<file path="src/rtl/micro_hash_if.sv">
// Block/result handshake bundle for micro_hash.
// The design side takes the slave modport; the block supplier takes master.
interface micro_hash_if;
    logic [15:0][7:0] block_in;
    logic             block_valid;
    logic [7:0]       target;
    logic             block_ready;
    logic             busy;
    logic [2:0][7:0]  hash_out;
    logic             hash_done;
    logic             hash_valid;

    modport slave (
        input  block_in, block_valid, target,
        output block_ready, busy, hash_out, hash_done, hash_valid
    );

    modport master (
        output block_in, block_valid, target,
        input  block_ready, busy, hash_out, hash_done, hash_valid
    );
endinterface

</file>
<file path="src/rtl/micro_hash.sv">
// 32-round byte-wide hash over a 16-byte block, one round per clock.
// Message words are expanded on the fly from a sliding 16-byte window.
module micro_hash (
    input  logic        clk,
    input  logic        reset,
    micro_hash_if.slave bus
);
    localparam logic [1:0] IDLE  = 2'd0;
    localparam logic [1:0] ROUND = 2'd1;
    localparam logic [1:0] FINAL = 2'd2;

    logic [1:0]       state_q, state_d;
    logic [4:0]       round_q, round_d;
    logic [7:0]       a_q, a_d, b_q, b_d, c_q, c_d;
    logic [7:0]       target_q, target_d;
    logic [15:0][7:0] window_q, window_d;
    logic [2:0][7:0]  hash_q, hash_d;
    logic             hashValid_q, hashValid_d;
    logic             hashDone_q, hashDone_d;

    logic             accept;
    logic [7:0]       mixX, roundK, nextW;
    logic [7:0]       h0, h1, h2;

    assign accept = (state_q == IDLE) && bus.block_valid;

    // window_q[0] always holds W[r]; the word entering at the top is W[r+16]
    assign nextW  = (window_q[13] | window_q[7]) ^ window_q[2];
    assign mixX   = (round_q <= 5'd16) ? (b_q ^ c_q) : (a_q ^ b_q ^ c_q);
    assign roundK = (round_q <= 5'd16) ? 8'h99 : 8'hA1;
    assign h0     = 8'h01 + a_q;
    assign h1     = 8'h89 + b_q;
    assign h2     = 8'hFE + c_q;

    always_comb begin
        state_d     = state_q;
        round_d     = round_q;
        a_d         = a_q;
        b_d         = b_q;
        c_d         = c_q;
        target_d    = target_q;
        window_d    = window_q;
        hash_d      = hash_q;
        hashValid_d = hashValid_q;
        hashDone_d  = 1'b0;

        case (state_q)
            IDLE: begin
                if (accept) begin
                    window_d = bus.block_in;
                    target_d = bus.target;
                    a_d      = 8'h01;
                    b_d      = 8'h89;
                    c_d      = 8'hFE;
                    round_d  = 5'd0;
                    state_d  = ROUND;
                end
            end
            ROUND: begin
                a_d      = b_q ^ c_q;
                b_d      = {c_q[3:0], 4'h0};
                c_d      = mixX + roundK + window_q[0];
                window_d = {nextW, window_q[15:1]};
                round_d  = round_q + 5'd1;
                if (round_q == 5'd31) begin
                    state_d = FINAL;
                end
            end
            FINAL: begin
                hash_d      = {h2, h1, h0};
                hashValid_d = (h0 < target_q) && (h1 < target_q);
                hashDone_d  = 1'b1;
                state_d     = IDLE;
            end
            default: state_d = IDLE;
        endcase
    end

    always_ff @(posedge clk or posedge reset) begin
        if (reset) begin
            state_q     <= IDLE;
            round_q     <= 5'd0;
            a_q         <= 8'h00;
            b_q         <= 8'h00;
            c_q         <= 8'h00;
            target_q    <= 8'h00;
            window_q    <= '0;
            hash_q      <= '0;
            hashValid_q <= 1'b0;
            hashDone_q  <= 1'b0;
        end else begin
            state_q     <= state_d;
            round_q     <= round_d;
            a_q         <= a_d;
            b_q         <= b_d;
            c_q         <= c_d;
            target_q    <= target_d;
            window_q    <= window_d;
            hash_q      <= hash_d;
            hashValid_q <= hashValid_d;
            hashDone_q  <= hashDone_d;
        end
    end

    assign bus.block_ready = (state_q == IDLE);
    assign bus.busy        = (state_q != IDLE);
    assign bus.hash_out    = hash_q;
    assign bus.hash_done   = hashDone_q;
    assign bus.hash_valid  = hashValid_q;
endmodule

</file>
<file path="src/flat_wrapper.sv">
// flat-port wrapper written by rule: the top's interface ports become plain ports
module micro_hash_flat 
  (clk, reset, bus_block_in, bus_block_valid, bus_target, bus_block_ready, bus_busy, bus_hash_out, bus_hash_done, bus_hash_valid);
  micro_hash_if bus_i ();
  input  logic clk;
  input  logic reset;
  input wire logic [$bits(bus_i.block_in)-1:0] bus_block_in;
  input wire logic [$bits(bus_i.block_valid)-1:0] bus_block_valid;
  input wire logic [$bits(bus_i.target)-1:0] bus_target;
  output wire logic [$bits(bus_i.block_ready)-1:0] bus_block_ready;
  output wire logic [$bits(bus_i.busy)-1:0] bus_busy;
  output wire logic [$bits(bus_i.hash_out)-1:0] bus_hash_out;
  output wire logic [$bits(bus_i.hash_done)-1:0] bus_hash_done;
  output wire logic [$bits(bus_i.hash_valid)-1:0] bus_hash_valid;
  assign bus_i.block_in = bus_block_in;
  assign bus_i.block_valid = bus_block_valid;
  assign bus_i.target = bus_target;
  assign bus_block_ready = bus_i.block_ready;
  assign bus_busy = bus_i.busy;
  assign bus_hash_out = bus_i.hash_out;
  assign bus_hash_done = bus_i.hash_done;
  assign bus_hash_valid = bus_i.hash_valid;
  micro_hash u_core (.clk(clk), .reset(reset), .bus(bus_i));
endmodule
</file>
<file path="config.mk">
export PLATFORM = sky130hd
export DESIGN_NAME = micro_hash_flat
export DESIGN_NICKNAME = d
export VERILOG_FILES = /design/src/rtl/micro_hash_if.sv /design/src/rtl/micro_hash.sv /design/src/flat_wrapper.sv
export SDC_FILE = /design/constraint.sdc
export NUM_CORES = 1
export LEC_CHECK = 0
export CORE_ASPECT_RATIO = 0.6
export CORE_MARGIN = 5
export CORE_UTILIZATION = 50
export CTS_CLUSTER_SIZE = 28
export DETAILED_ROUTE_END_ITERATION = 8
export DONT_BUFFER_PORTS = 1
export HOLD_SLACK_MARGIN = 0.12
export SYNTH_ARGS = -nofsm -noshare
export SYNTH_HDL_FRONTEND = slang
export SYNTH_SLANG_ARGS = --single-unit
</file>
<file path="constraint.sdc">
create_clock -name clk -period 7.77 [get_ports clk]
set_clock_uncertainty 0.2 [all_clocks]
set_input_delay 1.1655 -clock clk [delete_from_list [all_inputs] [get_ports clk]]
set_output_delay 1.1655 -clock clk [all_outputs]
set_load 0.02 [all_outputs]
</file>
---- Word-level counts from Yosys, hierarchy flattened ----
Cells that the tools add are included.
word-level totals
  bits in registers ....................... 193
  bits of input ports ..................... 139
  output and inout bits ................... 28
  logic and storage cells ................. 70
cells by class
  add/sub/neg operators ................... 6
  $lt $le $gt $ge ......................... 3
  equality and inequality tests ........... 5
  mux-type cells .......................... 16
  bitwise operators ....................... 5
  reductions and logical operators ........ 8
operator list
  cell                 number
  $pmux 128 s2         1
  $mux 128             1
  $pmux 8 s2           3
  $mux 8               4
  $xor 8x8->8          4
  $add 8x8->8          2
  $add 8x8->8 const A  2
  $lt 8x8->1           2
  $pmux 5 s2           1
  $add 1x8->8 const A  1
  $or 8x8->8           1
  $mux 6               1
  $reduce_and 2->1     3
  $add 5x1->5 const B  1
  $eq 5x5->1 const B   1
  $le 5x5->1 const B   1
  $mux 5               1
  $mux 2               2
  $ne 2x1->1 const B   2
  $pmux 2 s2           1
  $reduce_bool 2->1    2
  $eq 2x1->1 const B   1
  $eq 2x2->1 const B   1
  $logic_and 1x1->1    2
  2 further kinds      2

---- Depth between registers and ports, before layout ----
Gate-level depths: netlist of the first run.
  word-level depth ........................ 6
  gate-level depth with buffers ........... 15
  mapped depth without buffers ............ 15

---- Worst setup path after synthesis of the first run ----
OpenSTA, ideal clock, no wires.
  path kind ............................... register to register
  start point ............................. register u_core.round_q[0]
  end point ............................... register u_core.c_q[7]
  setup time .............................. 0.077 ns
  data arrival time ....................... 2.826 ns
  data required time ...................... 7.493 ns
  slack ................................... 4.667 ns
  cell stages (with the launch flop) ...... 15
  buffers on the path ..................... 0
  path through ............................ dfrtp_1 inv_1 ha_1 inv_1 o31a_1 nand2_1 xnor2_1 ha_1 ha_1 fa_1 a211oi_1 o21bai_1 a21oi_1 xnor3_1 a21oi_1
on the way
  longest elaborated chain between the ends .. 5
  elaborated cells between the ends (all ways) .. 6
ends and longest elaborated chain
  element                           line                                RTL
  from (decl)                       micro_hash.sv:13                    logic [4:0] round_q, round_d;
  from (signal assigned)            micro_hash.sv:93                    round_q <= round_d;
  $le 5x5->1 (*)                    micro_hash.sv:29, micro_hash.sv:30
  $mux 8 or $mux 6 (tied branches)  micro_hash.sv:29, micro_hash.sv:30
  $add 8x8->8 (*) (2 in series)     micro_hash.sv:62                    c_d = mixX + roundK + window_q[0];
  $pmux 8 s2 (*)                    micro_hash.sv:47                    case (state_q)
  to (signal assigned)              micro_hash.sv:85                    c_q <= 8'h00;
  to (signal assigned)              micro_hash.sv:96                    c_q <= c_d;
  to (decl)                         micro_hash.sv:14                    logic [7:0] a_q, a_d, b_q, b_d, c_q, c_d;
Mark *: on every way between the ends. The rest lies on a longest branch, timed or not.
A chain may end at the register's enable or synchronous reset.

---- Worst setup path after layout of the first run ----
Same ends and word-level chain as after synthesis.

==> flow_summary.ini, run 1 <==
[run]
drv_cap = 0

[synthesis]
ys_seq_area_frac = 0.543
synth-compound-area-share = 0.148
ys.warnings.count = 0
syn-num-nets = 1083
synth_top_family_by_area = simple AND/OR/NAND/NOR gates
synth_area_per_cell_sq_um = 9.40
synth_edf_count = 0
synth_fa_ha_area_frac = 0.0491
postSynthCellCount = 911
yosys.area.top_type = dfrtp_1
synth_xor_area_frac = 0.0446
muxShareOfSynthArea = 0.00774
yosys_most_used_dff = dfrtp_1
synth_cell_type_count = 47
synth-simple-area-share = 0.165
ys_ff_latch = 186
synth_top_area_frac = 0.543
synth_area_sq_mm = 0.00856
synthTopCellsByArea = dfrtp_1 (54%), nor2_1 (11%), o22ai_1 (8.8%)
async_flop_share = 1.00

[sta]
rsz0062_at_grt = false
setup_viol = 0
fmaxAchievable_mhz = 289
hold_viol = 0
layout_min_cycle_time_ns = 3.46
drv_slew = 0
period_share = 0.446
tns_ns = 0
relSlewSlack = 0.346
tightest_slew_ns = 0.981
hold_ws_ns = 0.300

[power_and_ir_drop]
ir_worst_vdd_v = 0.000236
p_leak_uw = 0.00396
power_uw = 4940
power.density_mw_per_mm2 = 535

[cts]
h-tree-depth = 4
clock_sinks = 186
post_cts_buffers = 0
cts_hold_buf = 0
root_buffer = clkbuf_16
tritoncts = yes
path_clk_slew_ns = 0.07
cts_buffers = 17
cts_buffer_depth = 2
clock_latency_ns = 0.43
cts_resized = 0

[global_route]
grt_max_degree = 115
grt_pass1_wl_um = 36300
grt-ovfl-total = 0
first_global_vias = 6495
antenna_found_initial = 0
track_usage = 0.233

[drt]
wl_um = 22900
drt_iter0_markers = 611
wl_per_cell_um = 20.3
drc = 0
ant_nets = 0
viasPerCell = 5.79
dr.pass1.iters = 5
via_count = 6517

[critical_path]
rr_worst_depth = 14
r2r-start = u_core.round_q[0]$_DFFE_PP0P_
worst_ep_required_time_ns = 7.93
worst_ep_arrival_time_ns = 3.62
critical_path_class = reg2reg
critPathLaunch = u_core.round_q[0]$_DFFE_PP0P_
cp-end-kind = register
startpoint_type = register
cp_max_fo = 6

[floorplanning]
die_area_sq_mm = 0.0199
num_rows = 37
core-area_sq_mm = 0.0170
start_util = 0.504
pin_count = 167
die_w_um = 179
die_h_um = 111

[finish]
area_growth_pct = 7.77
fill_cells = 1550
drive_gt1_frac = 0.0572
nets = 1050
diodes = 0

[worst_hold_path]
holdPathStages = 2
min_from = u_core.window_q[24]$_DFFE_PP0P_
hold_class = reg2reg

[place]
place.gp.congestion = 0.854
hpwlAfterDp_um = 15900
io_buffers = 0

[status]
status = complete, no violations
==> logic make-up (layout without fill, tap and decap cells) <==
group / after synthesis / count (layout)
muxes: 6 / 6
xor gates and xnor gates: 42 / 42
buffers and inverters: 78 / 58
and+or+nand+nor: 358 / 358
AOI/OAI and AO/OA: 207 / 207
DFF: 186 / 186
adders and majority gates: 33 / 33
other: 1 / 1
==> through the flow <==
| stage | cell area (sq um) | utilization | setup WS (ns) | std cells |
|---|---|---|---|---|
| after CTS | 9230 | 0.543 | 4.32 | 1125 |
| final | 9230 | 0.543 | 4.31 | 1125 |
| after detailed placement | 8650 | 0.509 | 4.33 | 1093 |
| after global routing | 9230 | 0.543 | 4.07 | 1125 |
| after floorplan | 8560 | - | 1.35 | 911 |
| after global placement | 8650 | 0.509 | 4.49 | 1093 |
==> layer usage <==
metal | global-route usage | vias up | wire (um)
met1 | 0.372 | 3190 | 11400
met5 | 0 | - | 0
li1 | - | 3063 | -
met3 | 0.0913 | 32 | 2370
met4 | 0.0618 | 0 | 369
met2 | 0.291 | 232 | 8700
==> placed cells by master, fill, tap and decap left out, drive strengths merged, types with 3 or more instances in the layout <==
master,instances
nor2,261
dfrtp,186
o22ai,120
nand2,68
o21ai,48
ha,32
xnor2,23
clkbuf,21
inv,20
xor2,18
nand3,11
a21oi,9
a22oi,8
buf,7
nor3,6
clkinv,6
mux2,5
a21o,5
a31oi,3
o31ai,3
==> state kept, by name, indices dropped and copies added (netlist names) <==
signal	cells
u_core.a_q	8
u_core.b_q	3
u_core.bus.hash_done	1
u_core.bus.hash_out	22
u_core.bus.hash_valid	1
u_core.c_q	8
u_core.round_q	5
u_core.state_q	2
u_core.target_q	8
u_core.window_q	128
==> critical path: stages (launching register included) <==
cell and delay [ns]:
dfrtp_1 0.40, inv_1 0.06, ha_1 0.19, inv_1 0.07
o31a_1 0.30, nand2_1 0.12, xnor2_1 0.19, ha_1 0.26
ha_1 0.23, fa_1 0.43, a211oi_1 0.27, o21bai_1 0.12
a21oi_1 0.18, xnor3_1 0.23, a21oi_1 0.14
==> where the power goes <==
part	internal (uW)	total (uW)	switching (uW)	leakage, uW
logic	954	2200	1250	0.00155
clock network	490	865	375	0.000283
registers	1450	1870	425	0.00213
==> final cells by class <==
cell class,count,area [sq um],share of cell area
inverter,19,78.8,0.00854
clock buffer,21,460,0.0499
sequential,186,4650,0.504
clock inverter,11,118,0.0127
timing repair buffer,7,52.6,0.00569
tap,234,293,0.0317
multi-input combinational,647,3570,0.387
==> synthesized netlist by cell type, types with 2 or more instances <==
cell      number
o22ai_1      120
buf_2         45
nor2_1       259
o21bai_1       2
ha_1          32
xor2_1        18
a22oi_1        8
o31ai_1        3
nor2_2         2
nand2b_1       2
clkbuf_1      11
nor3_1         6
nand3_1       11
dfrtp_1      186
inv_1         18
o21ai_0       48
xnor2_1       23
a31oi_1        3
buf_4          2
nand4_1        2
a21oi_1        9
a21o_1         4
nand2_1       66
and2_1         2
a211oi_1       2
mux2_2         5
nand2_2        2
==> final timing paths <==
path                                               endpoint  slack [ns]
min in group asynchronous   u_core.window_q[55]$_DFFE_PP0P_        0.54
hold reg to reg             u_core.window_q[24]$_DFFE_PP0P_        0.30
hold / removal              u_core.window_q[24]$_DFFE_PP0P_        0.30
max in group asynchronous  u_core.window_q[108]$_DFFE_PP0P_        5.37
setup reg to reg                  u_core.c_q[7]$_DFFE_PP0P_        4.31
setup / recovery                  u_core.c_q[7]$_DFFE_PP0P_        4.31
Power figures use the tool's default switching activity.
==> run 2, diff against run 1 <==
- clock period: 7.77 -> 3.5 ns (I/O delays scaled with it)
==> flow_summary.ini, run 2 (synthesis results as in run 1) <==
[cts]
clock_sinks = 186
path_clk_slew_ns = 0.07
clock_latency_ns = 0.43
tritoncts = yes
cts_buffer_depth = 2
cts_buffers = 17
h-tree-depth = 4
root_buffer = clkbuf_16

[floorplanning]
start_util = 0.504
die_area_sq_mm = 0.0199
die_h_um = 111
num_rows = 37
pin_count = 167
core-area_sq_mm = 0.0170
die_w_um = 179

[sta]
fmaxAchievable_mhz = 296
setup_viol = 0
tightest_slew_ns = 0.815
relSlewSlack = 0.456
drv_slew = 0
hold_ws_ns = 0.151
period_share = 0.966
layout_min_cycle_time_ns = 3.38
hold_viol = 0
rsz0062_at_grt = false

[power_and_ir_drop]
ir_worst_vdd_v = 0.000544
power_uw = 11200
power_frac_comb = 0.452
seqPwrFrac = 0.373
p_int_uw = 6510
power.net_switching_uw = 4670
sw_frac_of_total = 0.417
p_leak_uw = 0.00457
clockPowerShare = 0.175
power.density_mw_per_mm2 = 1050

[critical_path]
cp-end-kind = register
critical_path_class = reg2reg
startpoint_type = register
worst_ep_arrival_time_ns = 3.54
cp_max_fo = 4
worst_ep_required_time_ns = 3.65

[finish]
area_growth_pct = 24.9
drive_gt1_frac = 0.0591
layout_commonest_cell = nor2_1
nets = 1192
fin_cells = 1268
largest-register = u_core.window_q
layout_common_cells = nor2_1 (259), dfrtp_1 (186), dlygate4sd3_1 (136)
final_util = 0.630
largest_reg_flops = 128

[place]
place.gp.congestion = 0.894
placedCellCount = 1098
hpwlAfterDp_um = 16000
io_buffers = 0

[worst_hold_path]
hold_class = in2reg

[drt]
ant_nets = 0
via_count = 7159
wl_per_cell_um = 18.9
dr.max_layer_used = met4
viasPerCell = 5.65
wl_met2_um = 9640
wl_met3_um = 1950
wl_um = 24000
dr.pass1.iters = 6
drc = 0
drt_iter0_markers = 711
wl_met1_um = 12200

[global_route]
antenna_found_initial = 1
grt_max_degree = 111
first_global_vias = 7032
grt_pass1_wl_um = 38000
track_usage = 0.240
grt-ovfl-total = 0

[run]
drv_cap = 0

[status]
status = complete, no violations
==> run 2: through the flow <==
stage / TNS (ns) / area (sq um) / setup WS, ns
after detailed placement: -0.0148 / 8720 / -0.0148
after global placement: 0 / 8720 / 0.175
after CTS: 0 / 10700 / 0.0707
final: 0 / 10700 / 0.118
after global routing: 0 / 10700 / 0.00141
after floorplan: 0 / 8570 / 0.382
==> run 2: critical path, cell delays in order, from the launching register on <==
cell and delay [ns]:
dfrtp_1 0.41, inv_1 0.09, ha_1 0.16, inv_1 0.06
o31a_1 0.35, nand2_1 0.11, xnor2_1 0.13, ha_1 0.25
ha_1 0.23, fa_2 0.38, a211oi_2 0.24, o21bai_1 0.12
a21oi_1 0.17, xnor3_1 0.24, a21oi_1 0.15
==> run 2: repair_timing <==
| action | CTS | global route |
|---|---|---|
| pin swaps | 1 | 1 |
| gates cloned | 0 | 0 |
| endpoints found under the setup margin | 1 | 1 |
| hold endpoints to repair | 321 | 0 |
| setup buffers | 1 | 0 |
| hold buffers | 136 | 0 |
| gates resized for setup | 1 | 1 |
==> run 2: area by class of cell <==
class                           count  area [sq um]
Fill cell                        1346          6290
Sequential cell                   186          4650
Multi-Input combinational cell    647          3580
Timing Repair Buffer              149          1500
Clock buffer                       18           439
Tap cell                          234           293
Clock inverter                     14           158
Inverter                           19          75.1
Antenna cell                        1          2.50
==> run 2: final timing paths <==
path	from	endpoint	slack (ns)	depth (start not counted)
max	u_core.round_q[1]$_DFFE_PP0P_	u_core.c_q[7]$_DFFE_PP0P_	0.12	14
min	bus_block_in[50]	u_core.window_q[50]$_DFFE_PP0P_	0.15	2
max reg2reg	u_core.round_q[1]$_DFFE_PP0P_	u_core.c_q[7]$_DFFE_PP0P_	0.12	14
min reg2reg	u_core.window_q[113]$_DFFE_PP0P_	u_core.window_q[113]$_DFFE_PP0P_	0.30	2
max in group asynchronous	reset	u_core.window_q[22]$_DFFE_PP0P_	2.06	3
min in group asynchronous	reset	u_core.bus.hash_out[20]$_DFFE_PP0P_	0.51	3
==> run 2: layer usage <==
layer  vias to the layer above  global-route usage
met5                         -                   0
met4                         0              0.0531
met3                        25              0.0604
met2                       282               0.320
met1                      3501               0.390
li1                       3351                   -
==> run 2: power by group through the flow <==
stage | registers [uW] | logic [uW] | clock network, uW
detailed placement | 4170 | 4800 | 0
global route | 4280 | 5690 | 2070
finish | 4170 | 5060 | 1960
floorplan | 3800 | 3930 | 0
global placement | 4130 | 4620 | 0
CTS | 4140 | 5000 | 1990
==> run 3, diff against run 2 <==
- CORE_ASPECT_RATIO: 0.6 -> 0.8
- CORE_MARGIN: 5 -> 10
- PLACE_DENSITY: not set -> 0.68
- clock period: 3.5 -> 3.1 ns (I/O delays scaled with it)
==> flow_summary.ini, run 3 (synthesis results as in run 1) <==
[global_route]
grt-ovfl-total = 0
grt_pass1_wl_um = 39500
antenna_found_initial = 3
first_global_vias = 7195
track_usage = 0.213
grt_max_degree = 123

[finish]
regArea_sq_mm = 0.00465
area_growth_pct = 26.9
multi_input_area_sq_mm = 0.00361
fill_cells = 1299
largest_reg_flops = 128
drive_gt1_frac = 0.0754
layout_commonest_cell = nor2_1
nets = 1207
largest-register = u_core.window_q
layout_common_cells = nor2_1 (259), dfrtp_1 (186), dlygate4sd3_1 (137)
fin_area_sq_mm = 0.0109

[sta]
rsz0062_at_grt = true
hold_ws_ns = 0.217
layout_min_cycle_time_ns = 3.18
period_share = 1.02
hold_viol = 0
setup_viol = 1
fmaxAchievable_mhz = 315
tightest_slew_ns = 0.858
drv_slew = 0
tns_ns = -0.0768
relSlewSlack = 0.428
fin_ws_ns = -0.0768

[drt]
dr.pass1.iters = 5
wl_met2_um = 10900
drc = 0
dr.max_layer_used = met4
wl_met3_um = 1620
via_count = 7129
ant_nets = 0
wl_met1_um = 11200
drt_iter0_markers = 600
wl_um = 24200
viasPerCell = 5.61
wl_per_cell_um = 19.0

[power_and_ir_drop]
power.density_mw_per_mm2 = 1170
ir_worst_vdd_v = 0.000545
p_leak_uw = 0.00465

[critical_path]
cp_max_fo = 4
cpMaxStageDelayCell = dfrtp_1
worst_ep_required_time_ns = 3.25
r2r_end = u_core.c_q[7]$_DFFE_PP0P_
rr_worst_depth = 14
slowest_delay_ns = 0.39
startpoint_type = register
crit_chain = inv_2, ha_4, inv_2, o31a_1, nand2_1, xnor2_1, ha_1, ha_4, fa_2, a211oi_2, o21bai_1, a21oi_1, xnor3_1, a21oi_1
cp-end-kind = register
rrSetupSlack_ns = -0.08
worst_ep_arrival_time_ns = 3.33
r2r-start = u_core.round_q[1]$_DFFE_PP0P_
critical_path_class = reg2reg

[place]
placed_area_sq_mm = 0.00884
pre_cts_slack_ns = -0.0583
hpwlAfterDp_um = 15800
place.gp.congestion = 0.820
io_buffers = 0

[cts]
clock_latency_ns = 0.43
tritoncts = yes
clock_sinks = 186
root_buffer = clkbuf_16
cts_buffer_depth = 2
cts_buffers = 17
h-tree-depth = 4
path_clk_slew_ns = 0.07

[status]
status = complete, but fails checks
failed_checks = setup timing

[floorplanning]
pin_count = 167
die_area_sq_mm = 0.0228
start_util = 0.514
num_rows = 42
core-area_sq_mm = 0.0167
die_w_um = 166
die_h_um = 137

[worst_hold_path]
min_to = u_core.window_q[84]$_DFFE_PP0P_
hold_class = in2reg
holdPathStages = 3
min_from = bus_block_valid

[run]
drv_cap = 0
run 3: timing repair:
item | in CTS | in global routing
gates resized for setup | 2 | 7
pin swaps | 0 | 11
buffers inserted | 0 | 3
setup endpoints to repair | 1 | 2
hold endpoints to repair | 165 | 0
hold buffers | 137 | 0
run 3: per-layer routing:
metal  track usage  vias up
li1              -     3389
met1         0.295     3435
met2         0.325      266
met3        0.0522       39
met4        0.0677        0
met5             0        -
run 3: final cells by class:
class | instances | area share
antenna | 3 | 0.000691
clock buffer | 19 | 0.0407
clock inverter | 13 | 0.0147
inverter | 19 | 0.00691
multi-input combinational | 647 | 0.332
sequential | 186 | 0.428
tap | 220 | 0.0253
timing repair buffer | 164 | 0.152
run 3: worst max path at each step:
stage,endpoint,from,slack [ns]
6_report,u_core.c_q[7]$_DFFE_PP0P_,u_core.round_q[1]$_DFFE_PP0P_,-0.08
5_1_grt,u_core.c_q[7]$_DFFE_PP0P_,u_core.round_q[1]$_DFFE_PP0P_,-0.22
4_1_cts,u_core.c_q[7]$_DFFE_PP0P_,u_core.round_q[1]$_DFFE_PP0P_,-0.0003
3_5_place_dp,u_core.c_q[7]$_DFFE_PP0P_,u_core.round_q[1]$_DFFE_PP0P_,-0.06
3_3_place_gp,u_core.c_q[7]$_DFFE_PP0P_,u_core.round_q[1]$_DFFE_PP0P_,-0.02
2_1_floorplan,u_core.a_q[0]$_DFFE_PP0P_,reset,0.04
run 3: power by group:
part / internal [uW] / switching (uW) / total [uW]
Clock: 1240 / 999 / 2240
Sequential: 3630 / 1010 / 4640
Combinational: 2690 / 3120 / 5800
run 3: per-stage QoR:
step / util / total power (uW) / cells
floorplan: - / 8750 / 911
global route: 0.653 / 13700 / 1271
finish: 0.653 / 12700 / 1271
global placement: 0.531 / 9950 / 1096
CTS: 0.649 / 12600 / 1265
detailed placement: 0.531 / 10100 / 1096
run 3: worst max-delay path, delay by kind of cell (launching register included):
kind,cells,cell delay [ns]
flops,1,0.39
buf+inv,2,0.11
simple gates,1,0.10
fa+ha+maj,4,1.03
compound gates,5,0.97
xor+xnor,2,0.30
